**src/rtl/muldiv_pkg.sv**
```systemverilog
// Shared constants, FSM encoding and latched-operation payload for the iterative multiply/divide unit.
package muldiv_pkg;

    localparam int unsigned XLEN       = 64;
    localparam int unsigned ITER_COUNT = 64;
    localparam int unsigned CNT_W      = 7;

    localparam logic MULDIV_SIGN   = 1'b1;
    localparam logic MULDIV_UNSIGN = 1'b0;

    localparam logic [XLEN-1:0] DIV_ZERO_QUOT = 64'hFFFF_FFFF_FFFF_FFFF;

    typedef enum logic [1:0] {
        ST_IDLE = 2'd0,
        ST_BUSY = 2'd1,
        ST_DONE = 2'd2
    } state_e;

    typedef struct packed {
        logic            mul_en;
        logic            a_neg;
        logic            b_neg;
        logic            b_zero;
        logic [XLEN-1:0] a_raw;
    } op_t;

endpackage

```
**src/rtl/muldiv_negate.sv**
```systemverilog
// Conditional two's-complement; carry lets two instances negate a 128-bit value as a pair.
module muldiv_negate
    import muldiv_pkg::*;
(
    input  logic            en,
    input  logic [XLEN-1:0] data,
    input  logic            carry,
    output logic [XLEN-1:0] result
);

    assign result = en ? (~data + XLEN'(carry)) : data;

endmodule

```
**src/rtl/muldiv.sv**
```systemverilog
// 64-bit iterative multiplier / restoring divider with fixed 65-cycle latency.
module muldiv
    import muldiv_pkg::*;
(
    input  logic            clk,
    input  logic            rst,
    input  logic            req_valid_i,
    input  logic [XLEN-1:0] rs1_data_i,
    input  logic [XLEN-1:0] rs2_data_i,
    input  logic            rs1_sign_i,
    input  logic            rs2_sign_i,
    input  logic            mul_en_i,
    input  logic            flush_i,
    output logic [XLEN-1:0] data_1_o,
    output logic [XLEN-1:0] data_2_o,
    output logic            resp_valid_o,
    output logic            busy_o
);

    state_e          state_q, state_d;
    logic [CNT_W-1:0] cnt_q, cnt_d;
    op_t             op_q, op_d;
    logic [XLEN-1:0] hi_q, hi_d, lo_q, lo_d, b_q, b_d;
    logic [XLEN-1:0] data_1_d, data_2_d;
    logic            resp_d;

    logic            a_neg_in, b_neg_in;
    logic [XLEN-1:0] a_mag, b_mag;

    assign a_neg_in = (rs1_sign_i == MULDIV_SIGN) && rs1_data_i[XLEN-1];
    assign b_neg_in = (rs2_sign_i == MULDIV_SIGN) && rs2_data_i[XLEN-1];

    muldiv_negate u_neg_a (.en(a_neg_in), .data(rs1_data_i), .carry(1'b1), .result(a_mag));
    muldiv_negate u_neg_b (.en(b_neg_in), .data(rs2_data_i), .carry(1'b1), .result(b_mag));

    // One iteration: shift-add for multiply, shift-compare-subtract for divide.
    logic [XLEN:0]   mul_sum;
    logic [XLEN:0]   div_shift;
    logic [XLEN+1:0] div_diff;
    logic            div_ge;
    logic [XLEN-1:0] step_hi, step_lo;

    always_comb begin
        mul_sum   = {1'b0, hi_q} + (lo_q[0] ? {1'b0, b_q} : '0);
        div_shift = {hi_q, lo_q[XLEN-1]};
        div_diff  = {1'b0, div_shift} - {2'b00, b_q};
        div_ge    = ~div_diff[XLEN+1];
        if (op_q.mul_en) begin
            step_hi = mul_sum[XLEN:1];
            step_lo = {mul_sum[0], lo_q[XLEN-1:1]};
        end else begin
            step_hi = div_ge ? div_diff[XLEN-1:0] : div_shift[XLEN-1:0];
            step_lo = {lo_q[XLEN-2:0], div_ge};
        end
    end

    // Sign fixup on the final iteration's result; the high half borrows the low half's carry for products.
    logic            fix_lo_en, fix_hi_en, fix_hi_carry;
    logic [XLEN-1:0] fix_lo, fix_hi;
    logic [XLEN-1:0] res_1, res_2;

    assign fix_lo_en    = op_q.a_neg ^ op_q.b_neg;
    assign fix_hi_en    = op_q.mul_en ? (op_q.a_neg ^ op_q.b_neg) : op_q.a_neg;
    assign fix_hi_carry = op_q.mul_en ? (step_lo == '0) : 1'b1;

    muldiv_negate u_neg_lo (.en(fix_lo_en), .data(step_lo), .carry(1'b1),         .result(fix_lo));
    muldiv_negate u_neg_hi (.en(fix_hi_en), .data(step_hi), .carry(fix_hi_carry), .result(fix_hi));

    always_comb begin
        if (!op_q.mul_en && op_q.b_zero) begin
            res_1 = DIV_ZERO_QUOT;
            res_2 = op_q.a_raw;
        end else begin
            res_1 = fix_lo;
            res_2 = fix_hi;
        end
    end

    always_ff @(posedge clk) begin
        if (rst) begin
            state_q      <= ST_IDLE;
            cnt_q        <= '0;
            op_q         <= '0;
            hi_q         <= '0;
            lo_q         <= '0;
            b_q          <= '0;
            data_1_o     <= '0;
            data_2_o     <= '0;
            resp_valid_o <= 1'b0;
        end else begin
            state_q      <= state_d;
            cnt_q        <= cnt_d;
            op_q         <= op_d;
            hi_q         <= hi_d;
            lo_q         <= lo_d;
            b_q          <= b_d;
            data_1_o     <= data_1_d;
            data_2_o     <= data_2_d;
            resp_valid_o <= resp_d;
        end
    end

    always_comb begin
        state_d  = state_q;
        cnt_d    = cnt_q;
        op_d     = op_q;
        hi_d     = hi_q;
        lo_d     = lo_q;
        b_d      = b_q;
        data_1_d = data_1_o;
        data_2_d = data_2_o;
        resp_d   = 1'b0;
        busy_o   = 1'b0;

        case (state_q)
            ST_IDLE: begin
                if (req_valid_i && !flush_i) begin
                    busy_o      = 1'b1;
                    op_d.mul_en = mul_en_i;
                    op_d.a_neg  = a_neg_in;
                    op_d.b_neg  = b_neg_in;
                    op_d.b_zero = (rs2_data_i == '0);
                    op_d.a_raw  = rs1_data_i;
                    hi_d        = '0;
                    lo_d        = a_mag;
                    b_d         = b_mag;
                    cnt_d       = '0;
                    state_d     = ST_BUSY;
                end
            end
            ST_BUSY: begin
                busy_o = 1'b1;
                if (flush_i) begin
                    state_d = ST_IDLE;
                end else begin
                    hi_d  = step_hi;
                    lo_d  = step_lo;
                    cnt_d = cnt_q + CNT_W'(1);
                    if (cnt_q == CNT_W'(ITER_COUNT - 1)) begin
                        state_d  = ST_DONE;
                        data_1_d = res_1;
                        data_2_d = res_2;
                        resp_d   = 1'b1;
                    end
                end
            end
            ST_DONE: begin
                state_d = ST_IDLE;
            end
            default: begin
                state_d = ST_IDLE;
            end
        endcase
    end

endmodule

```
**config.mk**
```make
export PLATFORM = sky130hd
export DESIGN_NAME = muldiv
export DESIGN_NICKNAME = d
export VERILOG_FILES = /design/src/rtl/muldiv_pkg.sv /design/src/rtl/muldiv_negate.sv /design/src/rtl/muldiv.sv
export SDC_FILE = /design/constraint.sdc
export NUM_CORES = 2
export LEC_CHECK = 0
export CAP_MARGIN = 10
export CORE_ASPECT_RATIO = 0.75
export CORE_MARGIN = 2
export CORE_UTILIZATION = 35
export DETAILED_ROUTE_END_ITERATION = 10
export SYNTH_ARGS = -nofsm -noshare
export SYNTH_HDL_FRONTEND = slang
export SYNTH_SLANG_ARGS = --single-unit
```
**constraint.sdc**
```tcl
create_clock -name clk -period 18.57 [get_ports clk]
set_input_delay 1.857 -clock clk [delete_from_list [all_inputs] [get_ports clk]]
set_output_delay 1.857 -clock clk [all_outputs]
set_load 0.02 [all_outputs]
```
After elaboration in Yosys (flattened, before gate mapping)
Cells that the tools add are included.
{ "classes": {"n_addsub": 7, "eq_ne": 5, "muxes": 28, "n_bitwise": 8, "n_reduce_logical": 15} }
{ "op_table": {"columns": ["operator", "count"], "rows": [
  ["$mux W64", 14],
  ["$not A64 Y64", 4],
  ["$pmux W64 S2", 2],
  ["$add A64 B1 Y64 const B", 3],
  ["$logic_not A64 Y1", 2],
  ["$sub A65 B64 Y66", 1],
  ["$add A64 B64 Y65", 1],
  ["$add A64 B1 Y64", 1],
  ["$mux W7", 2],
  ["$pmux W7 S2", 1],
  ["$add A7 B1 Y7 const B", 1],
  ["$eq A7 B6 Y1 const B", 1],
  ["$mux W2", 3],
  ["$reduce_and A3 Y1", 2],
  ["$logic_and A1 B1 Y1", 4],
  ["$mux W1", 4],
  ["$ne A2 B2 Y1 const B", 2],
  ["$pmux W2 S2", 1],
  ["$reduce_and A2 Y1", 2],
  ["$ne A3 B3 Y1 const B", 1],
  ["$not A1 Y1", 3],
  ["$reduce_or A3 Y1", 1],
  ["$eq A2 B1 Y1 const B", 1],
  ["$logic_not A1 Y1", 2],
  ["other kinds (4)", 4]
]} }
{ "totals": {"reg_bits": 398, "inputBits": 135, "output_inout_bits": 130, "word_cells": 76} }

Longest topological paths before layout
{ "logic_depth": {"word_depth": 8, "ltp_mapped": 32, "ltp_nobuf": 27} }

By module
Synthesis repeated with hierarchy kept, for this count alone.
{ "unflattened": {"hier_cells": 4392, "area_unflattened_um2": 31980.7} }
{ "by_module_without_submodules": {"columns": ["module", "n_inst", "cells_each", "area_each_um2", "seq_area_each_um2"], "rows": [
  ["muldiv", 1, 3540, 25794.7, 7967.6],
  ["muldiv_negate", 4, 213, 1546.5, 0.0]
]} }

Least setup slack after synthesis
No wires, ideal clock.
{ "synth_timing": {"path_kind": "register to register", "start": "register b_q[6]", "end": "register data_2_o[59]", "setup_ns": 0.101, "arrival_time_ns": 6.452, "required_time_ns": 18.469, "path_slack_ns": 12.017, "path_stages_with_launch": 32, "n_path_buf": 4, "period_less_slack_ns": 6.553, "cell_sequence": "dfxtp_1 inv_1 ha_1 buf_2 a21oi_1 o21ai_1 and3_1 o31ai_1 a21boi_2 buf_2 buf_2 o31ai_1 ha_1 and3_1 nand2_1 or3_1 clkbuf_1 nor2_1 and4_1 and2_1 and3_1 nand3_1 o31ai_1 ha_1 inv_1 nor4_2 and4_1 nand3_1 nor4_4 a21oi_1 mux2i_1 o41ai_1"} }
{ "synth_via": {"elab_chain_cells": 8, "elab_cells_between_ends": 13, "classes_between": "add/sub (3); mux (7); bitwise (2); reduce/logical (1)"} }
{ "synth_lines": {"columns": ["element", "line", "text"], "rows": [
  ["from (decl)", "muldiv.sv:23", "logic [XLEN-1:0] hi_q, hi_d, lo_q, lo_d, b_q, b_d;"],
  ["from (signal assigned)", "muldiv.sv:86", "b_q <= '0;"],
  ["from (signal assigned)", "muldiv.sv:96", "b_q <= b_d;"],
  ["$sub A65 B64 Y66", "muldiv.sv:46", "div_diff = {1'b0, div_shift} - {2'b00, b_q};"],
  ["$not A1 Y1", "muldiv.sv:47", "div_ge = ~div_diff[XLEN+1];"],
  ["$mux W64", "muldiv.sv:48", "if (op_q.mul_en) begin"],
  ["$logic_not A64 Y1", "muldiv.sv:64", "assign fix_hi_carry = op_q.mul_en ? (step_lo == '0) : 1'b1;"],
  ["$mux W1", "muldiv.sv:64", null],
  ["$add A64 B1 Y64", "muldiv_negate.sv:11", "assign result = en ? (~data + XLEN'(carry)) : data;"],
  ["$mux W64 (*)", "muldiv_negate.sv:11", null],
  ["$mux W64 (*)", "muldiv.sv:70", "if (!op_q.mul_en && op_q.b_zero) begin"],
  ["to (signal assigned)", "muldiv.sv:98", "data_2_o <= data_2_d;"],
  ["to (decl)", "muldiv.sv:15", "output logic [XLEN-1:0] data_2_o,"]
]} }
Every way passes the cells marked *; elsewhere a longest branch is shown, timed or not.
A chain may end at the register's enable or synchronous reset.

Worst setup path in the final report
{ "layout_timing": {"start": "register hi_q[5]", "end": "register data_2_o[58]"} }
{ "layout_via": {"elab_chain_cells": 8, "elab_cells_between_ends": 12, "classes_between": "add/sub (3); mux (6); bitwise (2); reduce/logical (1)"} }
{ "layout_lines": {"columns": ["element", "line", "text"], "rows": [
  ["from (decl)", "muldiv.sv:23", null],
  ["from (signal assigned)", "muldiv.sv:94", "hi_q <= hi_d;"],
  ["$sub A65 B64 Y66", "muldiv.sv:46", null],
  ["$not A1 Y1", "muldiv.sv:47", null],
  ["$mux W64", "muldiv.sv:48", null],
  ["$logic_not A64 Y1", "muldiv.sv:64", null],
  ["$mux W1", "muldiv.sv:64", null],
  ["$add A64 B1 Y64", "muldiv_negate.sv:11", null],
  ["$mux W64 (*)", "muldiv_negate.sv:11", null],
  ["$mux W64 (*)", "muldiv.sv:70", null]
]} }
Marked as above.

==> results.cfg <==
[run_status]
status = complete, no violations

[route]
wirelength_um = 126000
viasPerCell = 6.00
wl_per_cell_um = 23.3
final_antenna_net_count = 0
drtPass1Iterations = 6
vias = 32400
drt_iter0_drc = 3389
drc = 0

[clocking]
cts_root_buf = clkbuf_16
ctsHtreeMaxLevel = 2
cts_buffers = 46
clock_tree.buffer_depth = 3
clock_sinks = 398
clkLatencyLatePin_ns = 0.62
clk_pin_slew_worst_paths_ns = 0.06
cts_resized = 0
cts_tree = done
postCtsSetupBuffers = 0
cts_hold_buf = 0

[sta]
setup_tns_ns = 0
layout_min_cycle_time_ns = 9.29
fin_crit_sh_pct = 50.0
final-setup-viol-count = 0
hold_viol = 0
tightestPinTransition_ns = 1.24
maxSlewHeadroom_pct = 16.7
fin_skew_ns = 0.0297
maxSlewViolCount = 0
rsz0062_at_grt = false
fmax_mhz = 108

[synth]
yosysSeqAreaShare_pct = 25.9
synth_fp_nets = 4402
avgSynthCellArea_um2 = 7.46
ys_top_cells_by_area = dfxtp_1, a21oi_1, ha_1
yosysWarningCount = 0
synth_edf_count = 0
netlist_instances = 4131
netlist.area_leader.share_pct = 25.9
yosys.area.top_type = dfxtp_1
synth_flop_cell = dfxtp_1
ys_ff_latch = 398
synthArstFlopShare_pct = 0
synth_cell_types = 103
syn_area_mm2 = 0.0308

[place]
portBuffers = 264
gp_congestion = 0.961
dpl.hpwl_um = 95000

[setup_path]
crit_family = simple AND/OR/NAND/NOR gates
worstPathMaxFanout = 20
critPathMaxStageDelay_ns = 0.96
critPathSlowestCell = o31ai_1
worstSetupPathType = flop to flop
required_ns = 19.07
cp-end-kind = flop
crit_buf_inv = 2
crit_path_start_kind = flop
crit_arrival_ns = 9.80

[floorplan]
die_area_mm2 = 0.0905
fp-row-count = 94
start_util_pct = 35.2
boundaryPins = 265
coreArea_mm2 = 0.0875
dieHeight_um = 261
die_width_um = 347

[layout]
drive_above_1_share_pct = 4.94
nNetsFinal = 4487
syn_to_final_growth_pct = 16.6
antenna_cells = 0
multi_input_area_mm2 = 0.0214
layout_common_cells = nor2_1, a21oi_1, dfxtp_1, nand2_1, clkdlybuf4s50_1
layout_commonest_cell = nor2_1
n_fill_cell = 9064
regArea_mm2 = 0.00797
postLayoutCoreUtil_pct = 41.1

[power]
powerDensity_mw_per_mm2 = 81.3
power_mw = 2.92
vdd_ir_drop_max_uv = 61.1
p_leak_nw = 13.5

[grt]
antenna_found_initial = 1
grt_usage_pct = 26.6
grt_pass1_vias = 29400
grt_max_degree = 105
grt_overflow = 0
grt_pass1_wl_um = 187000

[hold_path]
min_path_type = flop to flop

[run]
max_cap_violations = 0
worst register-to-register path: cells and delay by family (launching register included):
family,cells,cell delay [ns]
mux,1,0.15
buf+inv,2,0.33
compound gates,8,3.38
fa+ha+maj,3,1.15
simple gates,13,3.84
flops,1,0.34
routing by layer:
layer	wire length (µm)	vias to the layer above	GRT usage, %	part of all wire [%]
li1	-	15300	-	-
met1	57600	15600	38.2	46
met2	54400	1298	41.3	43
met3	10600	187	4.30	8.4
met4	3430	0	7.08	2.7
met5	0	-	0	0
path summary, 6_finish.rpt:
kind                               start      endpoint  slack, ns  cells after the start
worst min register to register  op_q[16]      op_q[16]       0.46                      2
worst max-delay path             hi_q[5]  data_2_o[58]       9.28                     27
worst max register to register   hi_q[5]  data_2_o[58]       9.28                     27
worst min-delay path            op_q[16]      op_q[16]       0.46                      2
cell usage after synthesis (73+ instances only):
cell      count
a211oi_1     78
a21oi_1     399
and2_1       92
clkbuf_1    219
dfxtp_1     398
ha_1        134
inv_1       115
mux2i_1      79
nand2_1     395
nand4_1      74
nor2_1      417
nor3_1       86
o211ai_1     73
o21ai_0     239
o22ai_1      78
xnor2_1     176
xor2_1      152
stage by stage:
| step | instance area (µm²) | cells | hold WS (ns) | setup slack (ns) |
|---|---|---|---|---|
| 2_1_floorplan | 30800 | 4131 | 0.425 | 12.02 |
| 3_3_place_gp | 34300 | 5319 | 0.435 | 9.85 |
| 3_5_place_dp | 34300 | 5319 | 0.447 | 9.51 |
| 4_1_cts | 35900 | 5403 | 0.461 | 9.45 |
| 5_1_grt | 35900 | 5404 | 0.483 | 8.55 |
| 6_report | 35900 | 5404 | 0.456 | 9.28 |
sequential cells by signal (all words and copies together) (netlist names):
| name | flops |
|---|---|
| state_q | 2 |
| b_q | 64 |
| resp_valid_o | 1 |
| op_q | 68 |
| cnt_q | 7 |
| data_1_o | 64 |
| hi_q | 64 |
| lo_q | 64 |
| data_2_o | 64 |
where the power goes:
group	switching, mW	internal (mW)	total [mW]	leakage, nW
logic	0.674	0.344	1.02	9.45
registers	0.0239	0.883	0.907	3.23
clock network	0.416	0.582	0.998	0.785
cells by family (layout without fill, tap and decap cells):
kind of cell	count (synthesis)	count (layout)	share of synthesized area, %
and+or+nand+nor	1389	1389	21.7
AOI/OAI and AO/OA	1390	1390	29.4
xor gates and xnor gates	328	328	9.32
DFF	398	398	25.9
adders and majority gates	136	136	5.57
buffers and inverters	401	522	5.17
muxes	89	89	2.93
area by class of cell:
cell class,instances,share of cell area (%)
multi-input combinational,3332,59.5
sequential,398,22.2
timing repair buffer,322,8.63
tap,1152,4.01
clock buffer,66,3.69
inverter,116,1.21
clock inverter,18,0.749
Note: power is estimated with default switching activity, not from simulation.
